## config.mk

```make
export PLATFORM = sky130hd
export DESIGN_NAME = divu_p6y3
export DESIGN_NICKNAME = d
export VERILOG_FILES = /design/src/rtl/divu_p6y3.sv
export SDC_FILE = /design/constraint.sdc
export NUM_CORES = 1
export LEC_CHECK = 0
export ABC_AREA = 0
export CELL_PAD_IN_SITES_DETAIL_PLACEMENT = 0
export CELL_PAD_IN_SITES_GLOBAL_PLACEMENT = 1
export CORE_MARGIN = 5
export CORE_UTILIZATION = 35
export CTS_BUF_LIST = sky130_fd_sc_hd__clkbuf_8
export DETAILED_ROUTE_END_ITERATION = 8
export HOLD_SLACK_MARGIN = 0.08
export PLACE_DENSITY_LB_ADDON = 0.1
export SETUP_SLACK_MARGIN = 0.2
export SLEW_MARGIN = 25
export SYNTH_ARGS = -nofsm -noshare
export SYNTH_HDL_FRONTEND = slang
export SYNTH_SLANG_ARGS = --single-unit
```

## constraint.sdc

```tcl
create_clock -name clk -period 5.2 [get_ports clk]
set_clock_uncertainty 0.1 [all_clocks]
set_input_delay 1.56 -clock clk [delete_from_list [all_inputs] [get_ports clk]]
set_output_delay 1.56 -clock clk [all_outputs]
set_load 0.01 [all_outputs]
```

## src/rtl/divu_p6y3.sv

```systemverilog
// rtl/divu_p6y3.sv - restoring shift-subtract unsigned divider, one quotient bit per clock
module divu_p6y3 #(
    parameter int P_WIDTH = 6,
    parameter int Y_WIDTH = 3
) (
    input  logic               clk,
    input  logic               rst_n,
    input  logic               start,
    input  logic [P_WIDTH-1:0] p,
    input  logic [Y_WIDTH-1:0] y,
    output logic [P_WIDTH-1:0] q,
    output logic [Y_WIDTH-1:0] r,
    output logic               dbz,
    output logic               busy,
    output logic               rdy
);
    localparam int C_WIDTH = $clog2(P_WIDTH);
    localparam logic [C_WIDTH-1:0] C_LAST = C_WIDTH'(P_WIDTH - 1);
    localparam logic [0:0] ST_IDLE = 1'b0;
    localparam logic [0:0] ST_RUN  = 1'b1;

    logic [0:0]         state;
    logic [P_WIDTH-1:0] dvd;
    logic [Y_WIDTH:0]   rem;
    logic [P_WIDTH-1:0] quo;
    logic [Y_WIDTH-1:0] dvs;
    logic [C_WIDTH-1:0] cnt;

    logic [Y_WIDTH:0]   rem_sh;
    logic [Y_WIDTH:0]   rem_nx;
    logic [P_WIDTH-1:0] quo_nx;
    logic               take;

    // One restoring step: bring in the next dividend bit, subtract if it fits.
    always_comb begin
        rem_sh = (rem << 1) | {{Y_WIDTH{1'b0}}, dvd[P_WIDTH-1]};
        take   = rem_sh >= {1'b0, dvs};
        rem_nx = take ? (rem_sh - {1'b0, dvs}) : rem_sh;
        quo_nx = (quo << 1) | {{(P_WIDTH-1){1'b0}}, take};
    end

    always_ff @(posedge clk) begin
        if (!rst_n) begin
            state <= ST_IDLE;
            dvd   <= '0;
            rem   <= '0;
            quo   <= '0;
            dvs   <= '0;
            cnt   <= '0;
            q     <= '0;
            r     <= '0;
            dbz   <= 1'b0;
        end else begin
            case (state)
                ST_IDLE: begin
                    if (start) begin
                        if (y == '0) begin
                            q   <= '1;
                            r   <= '0;
                            dbz <= 1'b1;
                        end else begin
                            dvd   <= p;
                            dvs   <= y;
                            rem   <= '0;
                            quo   <= '0;
                            cnt   <= C_LAST;
                            state <= ST_RUN;
                        end
                    end
                end
                default: begin
                    dvd <= dvd << 1;
                    rem <= rem_nx;
                    quo <= quo_nx;
                    cnt <= cnt - 1'b1;
                    // Results are published only here, so q/r/dbz hold through RUN.
                    if (cnt == '0) begin
                        q     <= quo_nx;
                        r     <= rem_nx[Y_WIDTH-1:0];
                        dbz   <= 1'b0;
                        state <= ST_IDLE;
                    end
                end
            endcase
        end
    end

    assign busy = (state == ST_RUN);
    assign rdy  = ~busy;
endmodule

```

==> Word-level counts from Yosys, hierarchy flattened <==
Cells that the tools add are included.
{ "op_classes": {"n_mux": 29, "n_bitwise": 5, "n_reduce_logical": 9, "n_lt_le_gt_ge": 1, "eq_ne": 2, "shifts": 0, "n_div": 0, "multipliers": 0, "add_sub_neg": 2} }
{ "op_table": {"columns": ["operator", "n"], "rows": [
  ["two-way mux 6 bit", 7],
  ["two-way mux 3 bit", 11],
  ["two-way mux 5 bit", 3],
  ["two-way mux 1 bit", 8],
  ["logical NOT 3 bit", 2],
  ["bitwise OR 6 x 1 -> 6 bit", 1],
  ["AND reduction 3 bit", 2],
  [">= comparator 4 x 3 -> 1 bit", 1],
  ["bitwise OR 4 x 1 -> 4 bit", 1],
  ["AND reduction 2 bit", 2],
  ["nonzero test 2 bit", 2],
  ["NOT 1 bit", 3],
  ["subtractor 3 x 1 -> 3 bit (second input constant)", 1],
  ["subtractor 3 bit", 1],
  ["inequality test 2 x 1 -> 1 bit (second input constant)", 1],
  ["inequality test 2 bit (second input constant)", 1],
  ["OR reduction 2 bit", 1]
]} }
{ "word_totals": {"mem_count": 0, "output_inout_bits": 12, "ff_bits": 31, "rom_bits": 0, "wordCells": 58, "latch_bits": 0, "ram_bits": 0} }

==> Logic depth before layout (Yosys ltp) <==
Gate-level depths: netlist (run 1).
{ "logic_depth": {"word_depth": 5, "depth_mapped": 7, "depth_no_buf": 7} }

==> Worst setup path before layout (run 1) <==
Ideal clock, no wire load.
{ "synth_path": {"path_type": "input to register", "from": "in y[2]", "to": "reg dvd[0]", "t_arrival_ps": 2423, "path_buffers": 0, "path_stages": 3, "slack_ps": 2561, "path_cell_list": "o31ai_4 mux2_2 and3_1"} }
{ "synth_via": {"elab_chain_cells": 3} }
{ "synth_rtl": {"columns": ["item", "line", "rtl"], "rows": [
  ["from (decl)", "10", "input logic [Y_WIDTH-1:0] y,"],
  ["logical NOT 3 bit", "57", "if (y == '0) begin"],
  ["NOT 1 bit (no source line)", null, null],
  ["AND reduction 2 bit (no source line)", null, null],
  ["to (signal assigned)", "62", "dvd <= p;"],
  ["to (signal assigned)", "72", "dvd <= dvd << 1;"],
  ["to (decl)", "23", "logic [P_WIDTH-1:0] dvd;"]
]} }
No other way between the ends.
A chain may end at the register's enable or synchronous reset.

==> Final worst setup path (run 1) <==
{ "layout_path": {"from": "reg state, in the netlist busy", "to": "out rdy"} }
{ "layout_via": {"elab_chain_cells": 1} }
{ "layout_rtl": {"columns": ["item", "line", "rtl"], "rows": [
  ["from (decl)", "22", "logic [0:0] state;"],
  ["from (signal assigned)", "44", "state <= ST_IDLE;"],
  ["from (signal assigned)", "67", "state <= ST_RUN;"],
  ["from (signal assigned)", "81", "state <= ST_IDLE;"],
  ["NOT 1 bit", null, null],
  ["to (decl)", "15", "output logic rdy"]
]} }
No other way between the ends.

==> flow_summary_export.csv, run 1 <==
group,metric,value,unit
clocking,htreeDepth,2,
floorplan,die_h,74.5,um
drt,top_layer,"met4",
clocking,clock_sinks,31,
timing,setup_tns,0,ns
floorplan,core,4030,um^2
logic_synthesis,synth_cell_types,39,
power_and_ir_drop,power_density,323,nW/um^2
place,dpl.cell_count,230,
critical_path,critPathBufInv,2,
clocking,postCtsSetupBuffers,0,
drt,dr_wl_met3,177,um
critical_path,path_cells,"inv_1 -> clkdlybuf4s50_1",
timing,slew_headroom,44.8,%
logic_synthesis,synth_area_per_cell,8.77,um^2
clocking,cts_resized,0,
critical_path,worstSetupPathDepth,2,
critical_path,cp_max_fo,20,
critical_path,crit_path_max_incr_delay,0.69,ns
timing,period_needed,3.63,ns
critical_path,cp-start-kind,"flip-flop",
drt,drtIter0Drc,89,
status,status,"completed",
critical_path,crit_required,3.54,ns
critical_path,cp_top_family,"buffers and inverters",
cells_and_area,final_cells,238,
clocking,clock-root-buffer,"clkbuf_8",
timing,finalCritPeriodShare,69.9,%
logic_synthesis,syn-instance-count,166,
floorplan,dieWidth,74.5,um
grt,grt_pass1_vias,1156,
grt,antenna_found_initial,0,
grt,grt_max_degree,24,
logic_synthesis,ys_seq_area_share,42.6,%
floorplan,dieArea,5550,um^2
place,portBuffers,23,
floorplan,num_rows,23,
drt,drt_wl_total,3110,um
place,place.gp.congestion,0.707,
logic_synthesis,synth_most_common_cell,"dfxtp_1",
critical_path,cp_slowest_cell,"dfxtp_1",
logic_synthesis,synthTopCellsByCount,"dfxtp_1 (31), o21ai_0 (21), nand2_1 (20), nor2_1 (10), inv_1 (9)",
logic_synthesis,synthTopCellsByArea,"dfxtp_1 (43%), o21ai_0 (7.2%), nand2_1 (5.2%)",
cells_and_area,drive_gt1_share,11.2,%
critical_path,critical_path_arrival,1.97,ns
grt,grt_pass1_wl,5420,um
cells_and_area,finalNetCount,205,
cells_and_area,regArea,621,um^2
cells_and_area,nFillCells,397,
clocking,clk_pin_slew_worst_paths,0.06,ns
clocking,holdBufCountCts,0,
logic_synthesis,synthFlopType,"dfxtp_1",
critical_path,r2r_cells,7,
drt,wire_per_inst,13.1,um
timing,rsz0062_at_grt,"false",
logic_synthesis,synth_edf_count,0,
logic_synthesis,synth_nets,184,
clocking,cts_tree,"built",
drt,wl_met2,1420,um
critical_path,crit_type,"flip-flop to output port",
timing,finalSetupViolCount,0,
floorplan,io_pins,24,
drt,num_vias,1193,
min_path,hold_depth,2,
timing,drv_slew,0,
drt,first_pass_iters,4,
grt,grt_use_total,12.8,%
logic_synthesis,ys_ff_latch,31,
power_and_ir_drop,vdd_drop_max,0.000202,V
logic_synthesis,synthesis.area,1460,um^2
drt,vias_per_cell,5.01,
place,dpl.hpwl,2260,um
drt,ant_nets,0,
drt,post-route-drc-count,0,
logic_synthesis,synth_top_area_share,42.6,%
grt,overflow,0,
power_and_ir_drop,cellLeakagePower,0.000689,uW
floorplan,start_util,36.1,%
clocking,clock_latency,0.28,ns
logic_synthesis,ys.warnings.count,0,
critical_path,end_kind,"output port",
cells_and_area,diodes,0,
logic_synthesis,yosys.area.top_type,"dfxtp_1",
timing,clock.fmax,0.275,GHz
logic_synthesis,synth-async-reset-ratio,0,%
drt,drt-met1-wl,1470,um
job,drv_cap,0,
timing,hold_violations,0,
cells_and_area,multi_input_area,749,um^2
min_path,hp-class,"flip-flop to flip-flop",
timing,worst_pin_slew,0.828,ns
cells_and_area,syn2layout_area_growth,23.9,%
clocking,cts_max_path_buffers,2,
clocking,cts_buffers,5,
## sequential cells by signal, indices dropped and copies added (netlist names)
register / cells
dbz: 1
quo: 5
dvd: 6
rem: 3
r: 3
dvs: 3
busy: 1
q: 6
cnt: 3
## path summary, 6_finish.rpt
check	startpoint	end	slack, ns
max	busy	rdy	1.57
min	r[1]	r[1]	0.37
max reg2reg	dvd[5]	rem[1]	3.18
min reg2reg	r[1]	r[1]	0.37
## metal layers
| metal | track usage, % | vias up |
|---|---|---|
| li1 | - | 616 |
| met3 | 4.59 | 6 |
| met4 | 4.15 | 0 |
| met5 | 0 | - |
| met1 | 16.8 | 544 |
| met2 | 19.6 | 27 |
## kinds of logic after synthesis
logic type      Yosys count  synth area share, %
flops                    31                 42.6
fa+ha+maj                 6                 5.67
mux                       6                 4.30
buf+inv                  19                 5.93
simple gates             63                 23.8
compound gates           41                 17.7
## where the power goes
part | leakage [uW] | internal, uW | switching, uW
clock network | 0.0000557 | 119 | 84.3
logic | 0.000380 | 53.3 | 56.3
registers | 0.000254 | 256 | 13.4
total | 0.000689 | 428 | 154
## placed cells by master, fill, tap and decap left out, types with 2 or more instances in the layout
cell type and count:
nand2_1 20, nand2b_1 2, nor2_1 10, o21ai_0 21
clkdlybuf4s50_1 23, inv_1 10, and3_1 2, and2_1 6
o22ai_1 4, nor3_1 5, a21oi_1 8, dfxtp_1 31
or2_2 2, mux2i_1 4, mux2_2 2, nand3_1 6
ha_1 5, clkbuf_8 7
## worst register-to-register path: stages, from the launching register on
cell	delay, ns
dfxtp_1	0.32
inv_1	0.06
ha_1	0.22
fa_1	0.41
nand2b_1	0.19
nor3b_2	0.19
mux2_2	0.31
o21ai_0	0.15
## layout make-up
class | instances | share of cell area [%]
timing repair buffer | 24 | 13.2
clock buffer | 7 | 5.34
sequential | 31 | 34.4
clock inverter | 1 | 0.208
tap | 50 | 3.47
inverter | 9 | 1.87
multi-input combinational | 116 | 41.5
## per-stage QoR
step / area, um^2 / hold WS [ns] / power, uW / utilization [%] / worst slack (ns)
finish: 1800 / 0.367 / 582 / 44.8 / 1.57
global route: 1800 / 0.400 / 622 / 44.8 / 1.34
CTS: 1800 / 0.370 / 590 / 44.8 / 1.51
detailed placement: 1700 / 0.361 / 386 / 42.3 / 1.52
global placement: 1700 / 0.356 / 382 / 42.3 / 1.58
floorplan: 1460 / 0.346 / 345 / - / 2.56
Power figures use the tool's default switching activity.
==> inputs of run 2 (changes only) <==
==> constraint.sdc (replaced) <==
create_clock -name clk -period 3.6 [get_ports clk]
set_clock_uncertainty 0.1 [all_clocks]
set_input_delay 1.08 -clock clk [delete_from_list [all_inputs] [get_ports clk]]
set_output_delay 1.08 -clock clk [all_outputs]
set_load 0.01 [all_outputs]
==> run 2 against run 1 <==
Effect of this change: largest cell class unchanged; combinational power grew 45%; via count grew 0.42%; register-to-register slack lost 1.6 ns; critical path type unchanged.
==> flow_summary_export.csv, run 2 (synthesis gave the netlist of run 1 again) <==
group,metric,value,unit
timing,slew_headroom,54.9,%
timing,finalSetupViolCount,0,
power_and_ir_drop,netSwitchingPower,222,uW
timing,period_needed,2.78,ns
job,drv_cap,0,
timing,hold_violations,0,
clocking,clock_sinks,31,
critical_path,cp-start-kind,"flip-flop",
floorplan,start_util,36.1,%
floorplan,io_pins,24,
clocking,holdBufCountCts,0,
critical_path,crit_type,"flip-flop to output port",
clocking,clock_latency,0.28,ns
critical_path,crit_path_max_incr_delay,0.68,ns
power_and_ir_drop,power_density,454,nW/um^2
cells_and_area,finalNetCount,207,
grt,grt_pass1_vias,1199,
grt,grt_use_total,12.9,%
clocking,cts_tree,"built",
critical_path,cp_top_family,"flip-flops",
clocking,cts_max_path_buffers,2,
timing,worst_pin_slew,0.671,ns
drt,vias_per_cell,5.01,
place,dpl.cell_count,232,
clocking,clk_pin_slew_worst_paths,0.06,ns
place,place.gp.congestion,0.734,
cells_and_area,syn2layout_area_growth,24.1,%
floorplan,dieArea,5550,um^2
grt,antenna_found_initial,0,
critical_path,end_kind,"output port",
place,dpl.hpwl,2330,um
grt,overflow,0,
cells_and_area,final_cell_mix,"dfxtp_1 (31), clkdlybuf4s50_1 (23), o21ai_0 (21)",
floorplan,die_h,74.5,um
clocking,cts_buffers,5,
power_and_ir_drop,vdd_drop_max,0.000249,V
power_and_ir_drop,seqPwrFrac,47.4,%
cells_and_area,final_cells,239,
timing,setup_tns,0,ns
power_and_ir_drop,intPower,599,uW
drt,post-route-drc-count,0,
cells_and_area,reg_top3,"dvd: 6 flops, q: 6 flops, quo: 5 flops",
power_and_ir_drop,pwr-share-clk,33.1,%
place,portBuffers,23,
critical_path,critical_path_arrival,1.60,ns
power_and_ir_drop,cellLeakagePower,0.000690,uW
critical_path,crit_required,2.42,ns
drt,drt_wl_total,3090,um
timing,finalCritPeriodShare,77.2,%
clocking,postCtsSetupBuffers,0,
drt,first_pass_iters,4,
timing,drv_slew,0,
power_and_ir_drop,comb_power_share,19.5,%
critical_path,cp_max_fo,18,
cells_and_area,drive_gt1_share,12.2,%
floorplan,num_rows,23,
drt,ant_nets,0,
critical_path,cp_slowest_cell,"dfxtp_1",
power_and_ir_drop,p_sw_share,27.1,%
drt,wire_per_inst,12.9,um
drt,num_vias,1198,
floorplan,core,4030,um^2
grt,grt_pass1_wl,5430,um
clocking,htreeDepth,2,
timing,rsz0062_at_grt,"false",
floorplan,dieWidth,74.5,um
cells_and_area,final_common_cell,"dfxtp_1",
critical_path,path_cells,"clkdlybuf4s50_1",
timing,clock.fmax,0.360,GHz
cells_and_area,diodes,0,
timing,hold_ws,0.364,ns
critical_path,critPathBufInv,1,
drt,drtIter0Drc,65,
min_path,hp-class,"flip-flop to flip-flop",
clocking,clock-root-buffer,"clkbuf_8",
status,status,"completed",
grt,grt_max_degree,23,
clocking,cts_resized,0,
## run 2: cell count changes in the layout (fill, tap and decap cells not counted)
cell and change:
inv_1 -1, buf_4 +2, clkbuf_8 -1, clkinv_2 +1
## run 2: cell type report
| class | instances | area [um^2] |
|---|---|---|
| Clock inverter | 1 | 5.00 |
| Sequential cell | 31 | 621 |
| Tap cell | 50 | 62.6 |
| Multi-Input combinational cell | 116 | 749 |
| Inverter | 9 | 33.8 |
| Timing Repair Buffer | 26 | 253 |
| Fill cell | 407 | 2220 |
| Clock buffer | 6 | 82.6 |
## run 2: final timing paths
path	startpoint	endpoint	slack, ns	depth (start not counted)
worst max register to register	dvd[5]	rem[1]	1.55	7
worst max-delay path	busy	busy	0.82	1
worst min-delay path	r[1]	r[1]	0.36	2
worst min register to register	r[1]	r[1]	0.36	2
## run 2: routing by layer
metal	vias up	wire [um]	global-route usage [%]
li1	625	-	-
met1	536	1460	15.7
met2	29	1350	20.0
met3	8	216	5.68
met4	0	57	5.53
met5	-	0	0
## run 2: power by group through the flow
stage / logic (uW) / registers, uW / clock network [uW]
finish: 160 / 389 / 272
global route: 181 / 393 / 300
CTS: 163 / 389 / 287
detailed placement: 162 / 397 / 0
global placement: 159 / 396 / 0
floorplan: 104 / 394 / 0
## run 2: per-stage QoR
step / utilization (%) / total power [uW] / instance area (um^2) / setup WS, ns
after floorplan: - / 498 / 1460 / 1.44
after global placement: 42.7 / 556 / 1720 / 0.722
after detailed placement: 42.7 / 559 / 1720 / 0.686
after CTS: 44.8 / 839 / 1810 / 0.783
after global routing: 44.8 / 874 / 1810 / 0.674
final: 44.8 / 821 / 1810 / 0.820
==> inputs of run 3 (changes only) <==
==> constraint.sdc (replaced) <==
create_clock -name clk -period 2.9 [get_ports clk]
set_clock_uncertainty 0.1 [all_clocks]
set_input_delay 0.87 -clock clk [delete_from_list [all_inputs] [get_ports clk]]
set_output_delay 0.87 -clock clk [all_outputs]
set_load 0.01 [all_outputs]
==> run 3 against run 2 <==
Effect of this change: clock power increased by 14%; worst hold slack improved by 0.0012 ns; combinational power increased by 31%; total power increased by 21%; critical endpoint is now rdy.
==> flow_summary_export.csv, run 3 (synthesis gave the netlist of run 1 again) <==
group,metric,value,unit
cells_and_area,final_core_util,45.2,%
floorplan,core,4030,um^2
drt,post-route-drc-count,0,
critical_path,crit_path_max_incr_delay,0.58,ns
power_and_ir_drop,intPower,720,uW
drt,vias_per_cell,4.98,
min_path,whs_endpoint,"r[1]",
cells_and_area,finalNetCount,209,
clocking,clock-root-buffer,"clkbuf_8",
cells_and_area,reg_top3,"dvd: 6 flops, q: 6 flops, quo: 5 flops",
power_and_ir_drop,netSwitchingPower,277,uW
cells_and_area,final_common_cell,"dfxtp_1",
status,status,"completed",
critical_path,reg2reg_to,"rem[1]",
clocking,clock_latency,0.27,ns
floorplan,io_pins,24,
timing,clock.fmax,0.401,GHz
cells_and_area,syn2layout_area_growth,24.9,%
critical_path,end_kind,"output port",
cells_and_area,stdcell_area,1820,um^2
grt,grt_pass1_wl,5410,um
grt,grt_use_total,13.0,%
grt,antenna_found_initial,0,
min_path,hold_depth,2,
floorplan,num_rows,23,
grt,grt_pass1_vias,1195,
critical_path,cp_max_fo,20,
drt,ant_nets,0,
power_and_ir_drop,seqPwrFrac,47.9,%
min_path,hp-start,"r[1]",
clocking,cts_max_path_buffers,2,
timing,worst_pin_slew,0.524,ns
drt,wire_per_inst,13.0,um
timing,hold_violations,0,
critical_path,cp_slowest_cell,"clkdlybuf4s50_1",
drt,drtIter0Drc,82,
floorplan,die_h,74.5,um
drt,first_pass_iters,4,
drt,top_layer,"met4",
min_path,hp-class,"flip-flop to flip-flop",
place,dpl.hpwl,2330,um
job,drv_cap,0,
critical_path,cp-start-kind,"flip-flop",
critical_path,cp_top_family,"buffers and inverters",
timing,finalCritPeriodShare,85.9,%
power_and_ir_drop,power,997,uW
timing,rsz0062_at_grt,"false",
clocking,htreeDepth,2,
critical_path,r2r_start,"dvd[5]",
place,placed_area,1730,um^2
drt,dr_wl_met3,151,um
cells_and_area,final_cell_mix,"dfxtp_1 (31), clkdlybuf4s50_1 (23), o21ai_0 (21)",
critical_path,critPathBufInv,2,
floorplan,dieArea,5550,um^2
timing,setup_tns,0,ns
clocking,cts_tree,"built",
cells_and_area,drive_gt1_share,13.0,%
clocking,holdBufCountCts,0,
grt,overflow,0,
drt,wl_met2,1440,um
place,place.gp.congestion,0.687,
place,portBuffers,23,
timing,finalSetupViolCount,0,
power_and_ir_drop,p_sw_share,27.8,%
floorplan,dieWidth,74.5,um
drt,drt_wl_total,3160,um
drt,drt-met1-wl,1530,um
critical_path,crit_required,1.93,ns
critical_path,reg2reg_slack,0.88,ns
critical_path,path_cells,"clkinvlp_4 -> clkdlybuf4s50_1",
timing,drv_slew,0,
power_and_ir_drop,power_density,548,nW/um^2
cells_and_area,diodes,0,
critical_path,r2r_cells,7,
timing,slew_headroom,64.6,%
clocking,clock_sinks,31,
power_and_ir_drop,cellLeakagePower,0.000702,uW
clocking,cts_buffers,5,
power_and_ir_drop,comb_power_share,20.9,%
floorplan,start_util,36.1,%
clocking,clk_pin_slew_worst_paths,0.06,ns
power_and_ir_drop,vdd_drop_max,0.000276,V
critical_path,crit_type,"flip-flop to output port",
drt,num_vias,1206,
grt,grt_max_degree,21,
timing,period_needed,2.49,ns
critical_path,critical_path_arrival,1.52,ns
power_and_ir_drop,pwr-share-clk,31.1,%
## run 3: changes by cell type in the layout (fill, tap and decap cells not counted), sizes merged
cell,change
buf,+2
clkbuf,-1
clkinvlp,+1
inv,+1
## run 3: through the flow
stage,cells,worst slack (ns),hold WS [ns]
after CTS,242,0.281,0.372
after detailed placement,234,0.372,0.360
after global placement,234,0.426,0.353
after global routing,242,0.309,0.397
after floorplan,166,0.951,0.346
final,242,0.408,0.365
## run 3: worst reg2reg max path, cell delays in order, from the launching register on
cell and delay [ns]:
dfxtp_1 0.33, inv_1 0.07, ha_1 0.22, fa_1 0.41
nand2b_1 0.19, nor3b_2 0.19, mux2_2 0.30, o21ai_0 0.15
## run 3: cell type report
type                    count  area [um^2]
clock inverters             3         12.5
multi-input cells         116          749
clock buffers               5         68.8
inverters                   9         37.5
repair buffers             28          268
flip-flops and latches     31          621
well taps                  50         62.6
fillers                   409         2210
## run 3: how the worst max path moves through the flow
stage / from / to / slack, ns / depth (start not counted)
2_1_floorplan: y[2] / dvd[0] / 0.95 / 3
4_1_cts: busy / rdy / 0.28 / 2
6_report: busy / rdy / 0.41 / 2
5_1_grt: busy / rdy / 0.31 / 2
3_5_place_dp: y[2] / dvd[2] / 0.37 / 5
3_3_place_gp: y[2] / dvd[3] / 0.43 / 5
## run 3: per-layer routing
metal	global-route usage (%)	vias up
met5	0	-
met4	5.34	0
met3	4.86	4
met2	20.7	27
met1	15.7	550
li1	-	625
## run 3: timing repair
action | 4_1_cts | 5_1_grt
endpoints found under the setup margin | 0 | 1
setup buffers | 0 | 0
gates resized for setup | 0 | 1
hold endpoints to repair | 0 | 0
## run 3: power groups by stage
stage               logic [uW]  registers, uW  clock network [uW]
finish                     209            477                 310
global route               238            482                 341
CTS                        211            477                 328
detailed placement         210            487                   0
global placement           206            485                   0
floorplan                  130            489                   0
